--- config.mk ---
export PLATFORM = sky130hd
export DESIGN_NAME = tug_input_conditioner_flat
export DESIGN_NICKNAME = d
export VERILOG_FILES = /design/src/rtl/tug_input_conditioner_if.sv /design/src/rtl/tug_input_conditioner.sv /design/src/flat_wrapper.sv
export SDC_FILE = /design/constraint.sdc
export NUM_CORES = 1
export LEC_CHECK = 0
export ABC_AREA = 1
export BUFFER_PORTS_ARGS = -buffer_cell sky130_fd_sc_hd__buf_2
export CAP_MARGIN = 20
export CORE_MARGIN = 2
export CORE_UTILIZATION = 50
export DETAILED_ROUTE_END_ITERATION = 10
export GPL_TIMING_DRIVEN = 0
export HOLD_SLACK_MARGIN = 0.02
export PLACE_DENSITY_LB_ADDON = 0.12
export SYNTH_ARGS = -nofsm -noshare
export SYNTH_HDL_FRONTEND = slang
export SYNTH_SLANG_ARGS = --single-unit
--- constraint.sdc ---
create_clock -name clk -period 1.56 [get_ports clk]
set_input_delay 0.156 -clock clk [delete_from_list [all_inputs] [get_ports clk]]
set_output_delay 0.156 -clock clk [all_outputs]
set_load 0.02 [all_outputs]
--- src/rtl/tug_input_conditioner_if.sv ---
// Pushbutton-side signal bundle for the tug input conditioner.
//   KEY_L, KEY_R : raw asynchronous active-low pushbuttons (0 = pressed)
//   Enable       : when 0, accepted presses produce no pulse
//   L, R         : registered single-cycle press pulses
// master drives keys/enable and receives pulses; slave is the conditioner.
interface tug_input_conditioner_if;
    logic KEY_L;
    logic KEY_R;
    logic Enable;
    logic L;
    logic R;

    modport master (
        output KEY_L,
        output KEY_R,
        output Enable,
        input  L,
        input  R
    );

    modport slave (
        input  KEY_L,
        input  KEY_R,
        input  Enable,
        output L,
        output R
    );
endinterface

--- src/rtl/tug_input_conditioner.sv ---
// Tug-of-war pushbutton conditioner: synchronizes and debounces two
// active-low keys and emits one registered pulse per accepted press.
//   clk   : system clock, rising edge
//   Reset : asynchronous active-low reset
//   bus   : tug_input_conditioner_if.slave (KEY_L, KEY_R, Enable in; L, R out)
// Parameter DEBOUNCE_CYCLES (2..65535): consecutive stable samples needed to
// accept a press or a release.

// One debounced channel: 2-flop synchronizer plus press/release FSM.
//   key_n  : raw active-low key
//   enable : gates the pulse on the acceptance edge only
//   pulse  : registered single-cycle press pulse
module tug_key_channel #(
    parameter int unsigned DEBOUNCE_CYCLES = 4
) (
    input  logic clk,
    input  logic Reset,
    input  logic key_n,
    input  logic enable,
    output logic pulse
);
    localparam int unsigned CW = $clog2(DEBOUNCE_CYCLES + 1);
    localparam logic [CW-1:0] LAST = CW'(DEBOUNCE_CYCLES - 1);
    localparam logic [CW-1:0] ONE  = CW'(1);

    typedef enum logic [1:0] {
        IDLE,
        PRESS_CHK,
        HELD,
        RELEASE_CHK
    } state_t;

    logic [1:0]    sync;
    logic          pressed;
    state_t        state;
    logic [CW-1:0] count;

    // Resets to released so a key held through reset is seen as a new press.
    always_ff @(posedge clk or negedge Reset) begin
        if (!Reset) begin
            sync <= 2'b11;
        end else begin
            sync <= {sync[0], key_n};
        end
    end

    assign pressed = ~sync[1];

    always_ff @(posedge clk or negedge Reset) begin
        if (!Reset) begin
            state <= IDLE;
            count <= '0;
            pulse <= 1'b0;
        end else begin
            pulse <= 1'b0;
            case (state)
                IDLE: begin
                    if (pressed) begin
                        state <= PRESS_CHK;
                        count <= ONE;
                    end else begin
                        count <= '0;
                    end
                end
                PRESS_CHK: begin
                    if (!pressed) begin
                        state <= IDLE;
                        count <= '0;
                    end else if (count == LAST) begin
                        // Press is consumed here whether or not Enable lets it out.
                        state <= HELD;
                        count <= '0;
                        pulse <= enable;
                    end else begin
                        count <= count + ONE;
                    end
                end
                HELD: begin
                    if (!pressed) begin
                        state <= RELEASE_CHK;
                        count <= ONE;
                    end
                end
                RELEASE_CHK: begin
                    if (pressed) begin
                        state <= HELD;
                        count <= '0;
                    end else if (count == LAST) begin
                        state <= IDLE;
                        count <= '0;
                    end else begin
                        count <= count + ONE;
                    end
                end
                default: begin
                    state <= IDLE;
                    count <= '0;
                end
            endcase
        end
    end
endmodule

module tug_input_conditioner #(
    parameter int unsigned DEBOUNCE_CYCLES = 4
) (
    input logic                    clk,
    input logic                    Reset,
    tug_input_conditioner_if.slave bus
);
    logic pulse_l;
    logic pulse_r;

    tug_key_channel #(
        .DEBOUNCE_CYCLES(DEBOUNCE_CYCLES)
    ) u_left (
        .clk    (clk),
        .Reset  (Reset),
        .key_n  (bus.KEY_L),
        .enable (bus.Enable),
        .pulse  (pulse_l)
    );

    tug_key_channel #(
        .DEBOUNCE_CYCLES(DEBOUNCE_CYCLES)
    ) u_right (
        .clk    (clk),
        .Reset  (Reset),
        .key_n  (bus.KEY_R),
        .enable (bus.Enable),
        .pulse  (pulse_r)
    );

    // No arbitration: simultaneous acceptance drives both pulses together.
    assign bus.L = pulse_l;
    assign bus.R = pulse_r;
endmodule

--- src/flat_wrapper.sv ---
// flat-port wrapper written by rule: the top's interface ports become plain ports
module tug_input_conditioner_flat 
#(
    parameter int unsigned DEBOUNCE_CYCLES = 4
)
  (clk, Reset, bus_KEY_L, bus_KEY_R, bus_Enable, bus_L, bus_R);
  tug_input_conditioner_if bus_i ();
  input logic clk;
  input logic Reset;
  input wire logic [$bits(bus_i.KEY_L)-1:0] bus_KEY_L;
  input wire logic [$bits(bus_i.KEY_R)-1:0] bus_KEY_R;
  input wire logic [$bits(bus_i.Enable)-1:0] bus_Enable;
  output wire logic [$bits(bus_i.L)-1:0] bus_L;
  output wire logic [$bits(bus_i.R)-1:0] bus_R;
  assign bus_i.KEY_L = bus_KEY_L;
  assign bus_i.KEY_R = bus_KEY_R;
  assign bus_i.Enable = bus_Enable;
  assign bus_L = bus_i.L;
  assign bus_R = bus_i.R;
  tug_input_conditioner #(.DEBOUNCE_CYCLES(DEBOUNCE_CYCLES)) u_core (.clk(clk), .Reset(Reset), .bus(bus_i));
endmodule
Word-level counts from Yosys, hierarchy flattened
Cells that the tools add are included.
{ "totals": {"regBits": 16, "in_bits": 5} }
{ "op_classes": {"add_sub_neg": 2, "eq_ne": 16, "n_mux": 32, "reduce_logical": 4} }
{ "op_table": {"columns": ["op", "count"], "rows": [
  ["2-bit 2-to-1 mux", 12],
  ["3-bit 2-to-1 mux", 8],
  ["3-bit one-hot mux with 4 select lines", 2],
  ["2-bit one-hot mux with 4 select lines", 2],
  ["3-bit inequality test, second input constant", 4],
  ["2-bit == test, second input constant", 4],
  ["1-bit 2-to-1 mux", 8],
  ["2-bit inequality test, second input constant", 4],
  ["4-bit AND reduction", 2],
  ["3-bit by 1-bit adder with 3-bit output, second input constant", 2],
  ["3-bit by 2-bit == test with 1-bit output, second input constant", 2],
  ["2-bit by 1-bit == test with 1-bit output, second input constant", 2],
  ["2-bit zero test", 2]
]} }

Longest topological paths before layout
Gate-level depths: netlist of run 1.
{ "logic_depth": {"word_depth": 4, "depth_mapped": 6} }

Cells and area by module
A second synthesis of run 1 with hierarchy kept.
{ "hier_totals": {"hier_cells": 76, "area_unflattened_um2": 708.2} }
{ "by_module_without_submodules": {"columns": ["mod", "n_inst", "cells_per_inst", "area_each_um2"], "rows": [
  ["tug_key_channel at u_core.u_left", 1, 38, 357.8],
  ["tug_key_channel at u_core.u_right", 1, 38, 350.3]
]} }

Least setup slack after synthesis of run 1
Ideal clock, no wire load.
{ "synth_path": {"kind": "register to register", "startpoint": "reg u_core.u_left.count[0]", "endpoint": "reg (tool-made name)", "setup_ns": 0.117, "arrival_ns": 0.851, "t_required_ns": 1.443, "setup_slack_ns": 0.592, "stages_incl_launch_ff": 6, "path_buffers": 0, "period_less_slack_ns": 0.968, "cell_sequence": "dfrtp_1 ha_1 nand3_2 nand2_1 o21ai_1 inv_1"} }
{ "synth_rtl": {"columns": ["item", "line", "source"], "rows": [
  ["start: declaration", "tug_input_conditioner.sv:36", "logic [CW-1:0] count;"],
  ["start signal: assignment", "tug_input_conditioner.sv:75", "count <= count + ONE;"],
  ["start signal: assignment", "tug_input_conditioner.sv:92", "count <= count + ONE;"]
]} }

Worst setup path after layout of run 1
{ "layout_path": {"startpoint": "reg u_core.u_right.sync[1]", "endpoint": "reg u_core.u_right.count[1]"} }
{ "layout_via": {"elab_chain_cells": 2, "elab_cells_between_ends": 4} }
{ "layout_lines": {"columns": ["item", "line", "source"], "rows": [
  ["start: declaration", "tug_input_conditioner.sv:33", "logic [1:0] sync;"],
  ["start signal: assignment", "tug_input_conditioner.sv:43", "sync <= {sync[0], key_n};"],
  ["3-bit 2-to-1 mux, on equally long branches", "tug_input_conditioner.sv:85, tug_input_conditioner.sv:66", null],
  ["3-bit one-hot mux with 4 select lines", "tug_input_conditioner.sv:56", "case (state)"],
  ["end signal: assignment", "tug_input_conditioner.sv:75", null],
  ["end signal: assignment", "tug_input_conditioner.sv:92", null],
  ["end: declaration", "tug_input_conditioner.sv:36", null]
]} }
Several ways; a longest one is shown, not always the timed one.
A chain may end at the register's enable or synchronous reset.

==> flow_summary.toml, run 1 <==
[placed_design]
finalWeightedCongestion = 0.7768
buffer_ports.inserted = 6
dp.final_hpwl_um = 786.4
dp_cells = 106
preCtsSetupSlack_ns = 0.5153
dpl-instance-area_um2 = 772.0

[floorplan]
initial_core_util_pct = 54.22
floorplan.rows = 13
core_mm2 = 0.001334
die-width_um = 42.03
die-area_mm2 = 0.001767
chipHeight_um = 42.03
io_pins = 7

[worst_setup_path]
critical_path.startpoint_type = "flip-flop"
cp.required_ns = 1.74
rrSetupSlack_ns = 0.49
timing.critical_path.fanout_max = 5
critPathBufInv = 1
timing.rr.start = "u_core.u_right.sync[1]$_DFF_PN1_"
rr_endpoint = "u_core.u_right.count[1]$_DFFE_PN0N_"
timing.critical_path.slowest_cell_delay_ns = 0.58
r2r_cells = 5
timing.critical_path.cells = "inv_1, nand2_1, nand2_1, nand2_1, nand2_1"
worst_path_cell_with_the_longest_stage_delay = "sky130_fd_sc_hd__dfstp_2"
critical_path_end_type = "flip-flop"
criticalPathCategory = "reg2reg"
worst_path_most_repeated_cell = "sky130_fd_sc_hd__nand2_1"
critPathArrivalTime_ns = 1.25
cpLargestDelayFamily = "flip-flops"

[routing]
routed_wire_length_per_instance_um = 9.186
ant_nets = 0
drt-pass1-iter-count = 4
detail_route.iter0.violations = 12
dr_total_vias = 547
drt-total-wl_um = 1038
post_drt_via_cell_ratio = 4.841
drcViolationCount = 0

[logic_synthesis]
synthAdderAreaFrac_pct = 3.460
synth-simple-area-share_pct = 29.93
dominant_combinational_cell_family_by_area_after_synthesis = "simple AND/OR/NAND/NOR gates"
syn_area_per_cell_um2 = 8.508
synth.mux.area_fraction_pct = 0
post_synth_xor_area_fraction_pct = 0
syn_area_um2 = 723.2
number_of_library_cell_types_mapped_by_synthesis = 13
synthesis.nets = 92
synth_compound_area_share_pct = 2.768
warnings_from_yosys = 0
synth.yosys.seq_area_share_pct = 56.06
gate_count_after_technology_mapping = 85
ys_seq_elements = 16

[clock_tree]
insertion_delay_ns = 0.28
cts.sinks = 16
postCtsResizedCells = 0
cts_root_buffer = "sky130_fd_sc_hd__clkbuf_4"
ctsHtreeMaxLevel = 1
clock_tree_from_tritoncts = "built"
clk_pin_slew_worst_paths_ns = 0.08
cts_max_path_buffers = 2
clock_buffer_count_from_cts = 3

[global_route]
grt_max_degree = 17
grt_usage_pct = 14.36
globalRouteOverflowTotal = 0
first_global_vias = 502
number_of_antenna_violations_at_the_first_check_in_global_routing = 0
grt_pass1_wl_um = 1849

[power]
switching_share_pct = 34.20
vdd.ir_drop.worst_mv = 0.8538
power_density_mw_per_mm2 = 1409
leakagePower_nw = 0.4707
internal_power_mw = 0.7775
p_sw_mw = 0.4040
sequentialPowerShare_pct = 52.5
p_comb_share_pct = 25.4
power_frac_clock_pct = 22.1

[timing]
finalWorstPathRequiredPeriod_ns = 1.067
finalSetupViolCount = 0
drv_slew = 0
rsz0062_at_grt = "no"
timing.final.hold_violations = 0
fin_worst_skew_ns = 0.001599
max_slew.worst_pin.slew_ns = 0.3218
maxSlewHeadroom_pct = 78.54
post-route-period-util_pct = 68.41
setup_slack_ns = 0.4928
tns_ns = 0
clock.fmax_ghz = 0.9371

[run_status]
run_status = "complete, no violations"

[min_path]
timing.hold.worst_path_depth = 3
min-delay-path-class = "in2reg"
hold_end = "u_core.u_left.pulse$_DFF_PN0_"
min-delay-start = "bus_Enable"

[run]
cap_violations = 0

[layout]
number_of_filler_instances_in_the_final_layout = 117
most_frequent_cells_in_the_layout = "sky130_fd_sc_hd__nand2_1, sky130_fd_sc_hd__inv_1, sky130_fd_sc_hd__dfrtp_1"
antenna_cells_inserted = 0
final_common_cell = "sky130_fd_sc_hd__nand2_1"
multi_input_area_um2 = 261.5
area.growth.synth_to_final_pct = 15.92
sequential_cell_area_um2 = 405.4
final_util_pct = 62.85
num-nets-final = 106
instances_no_fill = 113
drive_gt1_share_pct = 17.35
final_area_um2 = 838.3
## worst reg2reg max path, stage by stage, from the launching register on
cell                      delay [ns]
sky130_fd_sc_hd__dfstp_2        0.58
sky130_fd_sc_hd__inv_1          0.08
sky130_fd_sc_hd__nand2_1        0.09
sky130_fd_sc_hd__nand2_1        0.09
sky130_fd_sc_hd__nand2_1        0.08
sky130_fd_sc_hd__nand2_1        0.05
## metrics by stage
stage          total power [mW]  hold slack (ns)
2_1_floorplan            0.8491          -0.1396
3_3_place_gp             0.9141          0.07386
3_5_place_dp             0.9273          0.07286
4_1_cts                   1.201           0.1038
5_1_grt                   1.299           0.1172
6_report                  1.182           0.1114
## cells in the mapped netlist
cell / number / area, um^2
sky130_fd_sc_hd__dfstp_2: 4 / 105.1
sky130_fd_sc_hd__nand3_1: 8 / 40.04
sky130_fd_sc_hd__nand4_1: 2 / 12.51
sky130_fd_sc_hd__ha_1: 2 / 25.02
sky130_fd_sc_hd__nor3_2: 2 / 20.02
sky130_fd_sc_hd__nor2_1: 4 / 15.01
sky130_fd_sc_hd__dfrtp_1: 12 / 300.3
sky130_fd_sc_hd__nand3_2: 1 / 10.01
sky130_fd_sc_hd__a21oi_1: 2 / 10.01
sky130_fd_sc_hd__inv_1: 15 / 56.30
sky130_fd_sc_hd__nand2_1: 29 / 108.9
sky130_fd_sc_hd__o21ai_1: 2 / 10.01
sky130_fd_sc_hd__nor3_1: 2 / 10.01
## cells by family after synthesis
family          Yosys count
simple gates             48
flops                    16
buf+inv                  15
fa+ha+maj                 2
compound gates            4
## repair_timing
action	4_1_cts	5_1_grt
buffers inserted	0	0
endpoints found under the hold margin	14	0
hold buffers	3	0
## worst max-delay path by stage
stage / depth (start not counted) / start / slack, ns / to
2_1_floorplan: 5 / u_core.u_left.count[0]$_DFFE_PN0N_ / 0.59 / flip-flop
3_3_place_gp: 5 / u_core.u_right.sync[1]$_DFF_PN1_ / 0.52 / u_core.u_right.count[0]$_DFFE_PN0N_
3_5_place_dp: 5 / u_core.u_right.sync[1]$_DFF_PN1_ / 0.52 / u_core.u_right.count[1]$_DFFE_PN0N_
4_1_cts: 5 / u_core.u_right.sync[1]$_DFF_PN1_ / 0.50 / u_core.u_right.count[1]$_DFFE_PN0N_
5_1_grt: 5 / u_core.u_left.count[0]$_DFFE_PN0N_ / 0.41 / u_core.u_left.count[1]$_DFFE_PN0N_
6_report: 5 / u_core.u_right.sync[1]$_DFF_PN1_ / 0.49 / u_core.u_right.count[1]$_DFFE_PN0N_
## cell type report
type,instances,share of cell area (%)
Sequential cell,16,48.36
Multi-Input combinational cell,54,31.19
Timing Repair Buffer,9,7.164
Inverter,15,6.716
Clock buffer,4,4.328
Tap cell,15,2.239
## power groups by stage
stage / logic (mW) / registers, mW / clock network [mW]
final: 0.300 / 0.620 / 0.261
after global routing: 0.373 / 0.637 / 0.289
after detailed placement: 0.299 / 0.628 / 0
after CTS: 0.306 / 0.620 / 0.275
after global placement: 0.290 / 0.624 / 0
after floorplan: 0.245 / 0.604 / 0
## layer usage
layer	GRT usage [%]	up-vias	part of all wire, %
li1	-	293	-
met1	15.64	243	49
met5	0	-	0
met3	7.759	0	6.0
met2	23.44	11	45
met4	5.625	0	0
Note: power is estimated with default switching activity, not from simulation.
==> run 2: changes to the inputs <==
--- a/config.mk
+++ b/config.mk
@@ -5,7 +5,7 @@
 export SDC_FILE = /design/constraint.sdc
 export NUM_CORES = 1
 export LEC_CHECK = 0
-export ABC_AREA = 1
+export ABC_AREA = 0
 export BUFFER_PORTS_ARGS = -buffer_cell sky130_fd_sc_hd__buf_2
 export CAP_MARGIN = 20
 export CORE_MARGIN = 2
==> constraint.sdc (replaced) <==
create_clock -name clk -period 1 [get_ports clk]
set_input_delay 0.1 -clock clk [delete_from_list [all_inputs] [get_ports clk]]
set_output_delay 0.1 -clock clk [all_outputs]
set_load 0.02 [all_outputs]
==> run 2 against run 1 <==
  * The flow now finishes with violations (negative setup slack)
  * Clock power grew 58%
  * First-iteration DRC count down 83%
  * Largest cell class unchanged
  * Clock skew up 0.0013 ns
  * Via count fell by 10%
==> flow_summary.toml, run 2 <==
[logic_synthesis]
yosys-top-cells-area = "sky130_fd_sc_hd__dfrtp_1, sky130_fd_sc_hd__dfstp_2, sky130_fd_sc_hd__nand2b_1, sky130_fd_sc_hd__nand3b_1, sky130_fd_sc_hd__ha_1"
syn_area_per_cell_um2 = 12.38
synth_async_sr_flop_share_pct = 100.0
synthesis.nets = 63
synth_top_area_share_pct = 43.32
number_of_library_cell_types_mapped_by_synthesis = 26
synth.yosys.seq_area_share_pct = 58.48
warnings_from_yosys = 0
gate_count_after_technology_mapping = 56
ys_top_cells_by_count = "sky130_fd_sc_hd__dfrtp_1, sky130_fd_sc_hd__nand2b_1, sky130_fd_sc_hd__dfstp_2, sky130_fd_sc_hd__nand3b_1"
synth.most_common_cell = "sky130_fd_sc_hd__dfrtp_1"
ys_seq_elements = 16
count_of_flip_flops_with_a_built_in_enable_after_synthesis = 0
post-synth-top-area-cell = "sky130_fd_sc_hd__dfrtp_1"
syn_area_um2 = 693.2
dominant_synthesized_flop_cell = "sky130_fd_sc_hd__dfrtp_1"

[run_status]
violations_in_the_final_reports = "negative setup slack"
run_status = "finished, violations left"

[timing]
maxSlewHeadroom_pct = 77.64
drv_slew = 0
rsz0062_at_grt = "yes"
clock.fmax_ghz = 0.8897
timing.final.hold_violations = 0
post-route-period-util_pct = 112.4
timing.hold.ws_ns = 0.09451
finalSetupViolCount = 9
setup_slack_ns = -0.1239
tns_ns = -0.5593
max_slew.worst_pin.slew_ns = 0.3355
finalWorstPathRequiredPeriod_ns = 1.124
fin_worst_skew_ns = 0.002945

[clock_tree]
ctsHtreeMaxLevel = 1
cts_root_buffer = "sky130_fd_sc_hd__clkbuf_4"
clock_buffer_count_from_cts = 3
insertion_delay_ns = 0.28
clock_tree_from_tritoncts = "built"
cts.sinks = 16
clk_pin_slew_worst_paths_ns = 0.09
cts_max_path_buffers = 2

[layout]
final_area_um2 = 923.4
antenna_cells_inserted = 0
sequential_cell_area_um2 = 406.6
num-nets-final = 83
drive_gt1_share_pct = 46.67
final_common_cell = "sky130_fd_sc_hd__dfrtp_1"
number_of_filler_instances_in_the_final_layout = 88
most_frequent_cells_in_the_layout = "sky130_fd_sc_hd__dfrtp_1, sky130_fd_sc_hd__buf_4, sky130_fd_sc_hd__buf_2"
area.growth.synth_to_final_pct = 33.21
multi_input_area_um2 = 337.8
instances_no_fill = 90

[floorplan]
die-area_mm2 = 0.001700
initial_core_util_pct = 53.27
io_pins = 7
floorplan.rows = 13
die-width_um = 41.24
core_mm2 = 0.001301
chipHeight_um = 41.24

[worst_setup_path]
critical_path_end_type = "flip-flop"
cpLargestDelayFamily = "flip-flops"
rr_endpoint = "u_core.u_left.count[1]$_DFFE_PN0N_"
rrSetupSlack_ns = -0.12
timing.critical_path.cells = "ha_4, nor2b_4, nand3b_1, o22ai_1"
critPathBufInv = 0
critical_path.startpoint_type = "flip-flop"
worst_path_cell_with_the_longest_stage_delay = "sky130_fd_sc_hd__dfrtp_1"
timing.critical_path.fanout_max = 4
timing.critical_path.slowest_cell_delay_ns = 0.42
crit_path_end = "u_core.u_left.count[1]$_DFFE_PN0N_"
cp.depth = 4
cp.required_ns = 1.20
criticalPathCategory = "reg2reg"
timing.rr.start = "u_core.u_left.count[1]$_DFFE_PN0N_"
r2r_cells = 4
critPathArrivalTime_ns = 1.33
startpoint = "u_core.u_left.count[1]$_DFFE_PN0N_"

[routing]
dr_total_vias = 492
routed_wire_length_per_instance_um = 13.13
post_drt_via_cell_ratio = 5.467
ant_nets = 0
drt-total-wl_um = 1182
drcViolationCount = 0
detail_route.iter0.violations = 2
drt-pass1-iter-count = 6

[min_path]
min-delay-path-class = "in2reg"

[global_route]
grt_use_met3_pct = 4.891
use_met1_pct = 20.34
grt_max_degree = 17
first_global_vias = 401
globalRoute.busiestLayer = "met2"
grt_usage_pct = 15.83
globalRouteOverflowTotal = 0
grt_pass1_wl_um = 1649
number_of_antenna_violations_at_the_first_check_in_global_routing = 0
grt_util_met2_pct = 23.05

[power]
vdd.ir_drop.worst_mv = 1.396
finalPower_mw = 2.170
leakagePower_nw = 0.3990
power_density_mw_per_mm2 = 2350

[run]
cap_violations = 0

[placed_design]
dpl-instance-area_um2 = 757.0
dp.final_hpwl_um = 677.3
dp_cells = 77
buffer_ports.inserted = 6
finalWeightedCongestion = 0.6524
==> run 2: changes by cell type in the layout (fill, tap and decap cells not counted), moves of 2 or more <==
| cell | before | now |
|---|---|---|
| sky130_fd_sc_hd__buf_4 | 0 | 7 |
| sky130_fd_sc_hd__ha_1 | 2 | 0 |
| sky130_fd_sc_hd__inv_1 | 15 | 0 |
| sky130_fd_sc_hd__nand2_1 | 29 | 2 |
| sky130_fd_sc_hd__nand2b_1 | 0 | 5 |
| sky130_fd_sc_hd__nand3_1 | 8 | 0 |
| sky130_fd_sc_hd__nand3b_1 | 0 | 4 |
| sky130_fd_sc_hd__nor2_1 | 4 | 1 |
| sky130_fd_sc_hd__nor3_1 | 2 | 0 |
| sky130_fd_sc_hd__nor3b_2 | 0 | 2 |
| sky130_fd_sc_hd__nor4b_2 | 0 | 2 |
| sky130_fd_sc_hd__o21a_1 | 0 | 2 |
==> run 2: report_power, final <==
| part | switching [mW] | internal [mW] |
|---|---|---|
| sequential | 0.233 | 0.818 |
| clock | 0.191 | 0.221 |
| combinational | 0.284 | 0.422 |
| total | 0.708 | 1.46 |
==> run 2: worst min path at each step <==
stage          startpoint  cells past startpoint  slack, ns                                   to
6_report       bus_Enable                      2       0.09       u_core.u_right.pulse$_DFF_PN0_
5_1_grt        bus_Enable                      2       0.08       u_core.u_right.pulse$_DFF_PN0_
3_5_place_dp        Reset                      1       0.03  u_core.u_right.count[1]$_DFFE_PN0N_
2_1_floorplan       Reset                      0      -0.20                            async pin
3_3_place_gp        Reset                      1       0.02  u_core.u_right.count[1]$_DFFE_PN0N_
4_1_cts        bus_Enable                      2       0.08       u_core.u_right.pulse$_DFF_PN0_
==> run 2: routing by layer <==
| layer | share of wire, % | up-vias |
|---|---|---|
| li1 | - | 239 |
| met1 | 47 | 238 |
| met2 | 48 | 13 |
| met3 | 4.6 | 2 |
| met4 | 1.0 | 0 |
| met5 | 0 | - |
==> run 2: worst reg2reg max path: stages, from the launching register on <==
cell	delay, ns
sky130_fd_sc_hd__dfrtp_1	0.42
sky130_fd_sc_hd__ha_4	0.18
sky130_fd_sc_hd__nor2b_4	0.13
sky130_fd_sc_hd__nand3b_1	0.18
sky130_fd_sc_hd__o22ai_1	0.14
==> run 2: cell families (layout without fill, tap and decap cells) <==
kind of cell	after synthesis	after routing	share of synthesized area (%)
AND/OR/NAND/NOR	24	24	24.37
flip-flops	16	16	58.48
AO/OA/AOI/OAI	10	10	8.665
adder cells (fa/ha/maj)	2	2	3.610
XOR/XNOR	2	2	2.528
buffers and inverters	2	21	2.346
==> run 2: metrics by stage <==
step	setup WS (ns)	utilization, %
4_1_cts	-0.09802	67.79
6_report	-0.1239	70.96
5_1_grt	-0.1783	70.96
3_3_place_gp	-0.1258	58.17
3_5_place_dp	-0.1082	58.17
2_1_floorplan	-0.05960	-
==> run 2: final cells by class <==
cell class                 instances  share of cell area [%]
clock buffer                       4                   3.930
multi-input combinational         38                   36.59
sequential                        16                   44.04
tap                               15                   2.033
buffer                             1                   1.220
timing repair buffer              16                   12.20
==> run 2: repair_timing <==
| item | CTS | global route |
|---|---|---|
| endpoints found under the setup margin | 10 | 12 |
| hold buffers | 3 | 0 |
| gates resized for setup | 4 | 7 |
| hold endpoints to repair | 18 | 0 |
| pin swaps | 1 | 4 |
| setup buffers | 5 | 2 |
==> run 3: changes to the inputs <==
--- a/config.mk
+++ b/config.mk
@@ -17,3 +17,4 @@
 export SYNTH_ARGS = -nofsm -noshare
 export SYNTH_HDL_FRONTEND = slang
 export SYNTH_SLANG_ARGS = --single-unit
+export TNS_END_PERCENT = 20
==> run 3 against run 2 <==
  * The run still ends with negative setup slack left
  * Flip-flop and latch count is the same
  * Sequential share of layout area grew 1.5 points
  * Sequential power about the same
==> flow_summary.toml, run 3 (same netlist as run 2, synthesis figures left out) <==
[run_status]
run_status = "finished, violations left"
violations_in_the_final_reports = "negative setup slack"

[clock_tree]
clock_tree_from_tritoncts = "built"
ctsHtreeMaxLevel = 1
clk_pin_slew_worst_paths_ns = 0.09
clock_buffer_count_from_cts = 3
cts_max_path_buffers = 2
insertion_delay_ns = 0.28
cts_root_buffer = "sky130_fd_sc_hd__clkbuf_4"
cts.sinks = 16

[timing]
timing.final.hold_violations = 0
post-route-period-util_pct = 111.1
rsz0062_at_grt = "yes"
setup_slack_ns = -0.1110
timing.hold.ws_ns = 0.09571
fin_worst_skew_ns = 0.005581
drv_slew = 0
max_slew.worst_pin.slew_ns = 0.3443
finalSetupViolCount = 8
clock.fmax_ghz = 0.9001
finalWorstPathRequiredPeriod_ns = 1.111
maxSlewHeadroom_pct = 77.05

[layout]
final_common_cell = "sky130_fd_sc_hd__dfrtp_1"
number_of_filler_instances_in_the_final_layout = 97
final_util_pct = 68.65
sequential_cell_area_um2 = 406.6
drive_gt1_share_pct = 41.89
multi_input_area_um2 = 315.3
antenna_cells_inserted = 0
most_frequent_cells_in_the_layout = "sky130_fd_sc_hd__dfrtp_1, sky130_fd_sc_hd__buf_2, sky130_fd_sc_hd__buf_4"
area.growth.synth_to_final_pct = 28.88
instances_no_fill = 89
num-nets-final = 82

[worst_setup_path]
startpoint = "u_core.u_left.count[1]$_DFFE_PN0N_"
rr_endpoint = "u_core.u_left.count[2]$_DFFE_PN0N_"
timing.critical_path.slowest_cell_delay_ns = 0.36
timing.rr.start = "u_core.u_left.count[1]$_DFFE_PN0N_"
cp.required_ns = 1.17
criticalPathCategory = "reg2reg"
worst_path_cell_with_the_longest_stage_delay = "sky130_fd_sc_hd__dfrtp_1"
rrSetupSlack_ns = -0.11
critical_path_end_type = "flip-flop"
critical_path.startpoint_type = "flip-flop"
timing.critical_path.fanout_max = 4
critPathArrivalTime_ns = 1.28
timing.critical_path.cells = "ha_2, and4b_1, o31a_1"
crit_path_end = "u_core.u_left.count[2]$_DFFE_PN0N_"
r2r_cells = 3

[routing]
dr_total_vias = 487
routed_wire_length_per_instance_um = 13.75
drt-pass1-iter-count = 4
post_drt_via_cell_ratio = 5.472
drt-total-wl_um = 1224
ant_nets = 0
drcViolationCount = 0
detail_route.iter0.violations = 4

[floorplan]
floorplan.rows = 13
die-area_mm2 = 0.001700
io_pins = 7
initial_core_util_pct = 53.27
die-width_um = 41.24
core_mm2 = 0.001301
chipHeight_um = 41.24

[global_route]
grt_pass1_wl_um = 1745
grt_usage_pct = 17.23
grt_max_degree = 17
first_global_vias = 418
globalRouteOverflowTotal = 0
number_of_antenna_violations_at_the_first_check_in_global_routing = 0

[placed_design]
dp_cells = 77
buffer_ports.inserted = 6
dp.final_hpwl_um = 781.1
finalWeightedCongestion = 0.7240

[power]
leakagePower_nw = 0.3927
vdd.ir_drop.worst_mv = 1.329
power_density_mw_per_mm2 = 2363

[run]
cap_violations = 0

[min_path]
min-delay-path-class = "in2reg"
run 3: cell types whose count changed in the layout (fill, tap and decap cells not counted), sizes merged:
cell  before  now
buf       14   13
run 3: timing repair:
| item | CTS | global route |
|---|---|---|
| endpoints found under the hold margin | 18 | 0 |
| hold buffers | 3 | 0 |
| resized for setup | 5 | 3 |
| setup buffers | 4 | 2 |
| pin swaps | 3 | 3 |
| setup endpoints to repair | 11 | 12 |
run 3: per-stage QoR:
| stage | power (mW) | setup slack, ns | area (um^2) | TNS, ns |
|---|---|---|---|---|
| 2_1_floorplan | 1.364 | -0.05960 | 700.7 | -0.1504 |
| 3_3_place_gp | 1.479 | -0.1138 | 749.5 | -0.5497 |
| 3_5_place_dp | 1.515 | -0.1176 | 749.5 | -0.5942 |
| 4_1_cts | 2.046 | -0.1153 | 864.6 | -0.4578 |
| 5_1_grt | 2.255 | -0.1437 | 893.4 | -1.067 |
| 6_report | 2.111 | -0.1110 | 893.4 | -0.5046 |
run 3: final cells by class:
class                           instances  share of cell area [%]
Buffer                                  1                   1.261
Clock buffer                            4                   4.062
Multi-Input combinational cell         38                   35.29
Sequential cell                        16                   45.52
Tap cell                               15                   2.101
Timing Repair Buffer                   15                   11.76
run 3: critical path, delay by kind of cell (launching register included):
family / cells / cell delay [ns]
fa+ha+maj: 1 / 0.22
simple gates: 1 / 0.20
flops: 1 / 0.36
compound gates: 1 / 0.23
run 3: how the worst min path moves through the flow:
stage	start	to	cells after the start	slack, ns
floorplan	Reset	async pin	0	-0.20
global placement	Reset	u_core.u_left.pulse$_DFF_PN0_	1	0.03
global route	bus_Enable	u_core.u_right.pulse$_DFF_PN0_	2	0.08
CTS	bus_Enable	u_core.u_right.pulse$_DFF_PN0_	2	0.09
finish	bus_Enable	u_core.u_left.pulse$_DFF_PN0_	2	0.1
detailed placement	Reset	u_core.u_right.pulse$_DFF_PN0_	1	0.02
run 3: layer usage:
| layer | vias to the layer above | track usage [%] | wire length, um |
|---|---|---|---|
| met5 | - | 0 | 0 |
| met4 | 0 | 9.677 | 8 |
| met3 | 2 | 6.522 | 46 |
| met2 | 9 | 30.08 | 640 |
| met1 | 241 | 17.35 | 529 |
| li1 | 235 | - | - |
run 3: power breakdown:
group	internal, mW	leakage, nW	total [mW]	switching, mW
registers	0.818	0.197	1.04	0.219
logic	0.396	0.175	0.661	0.266
clock network	0.221	0.0210	0.413	0.192
total	1.43	0.393	2.11	0.677
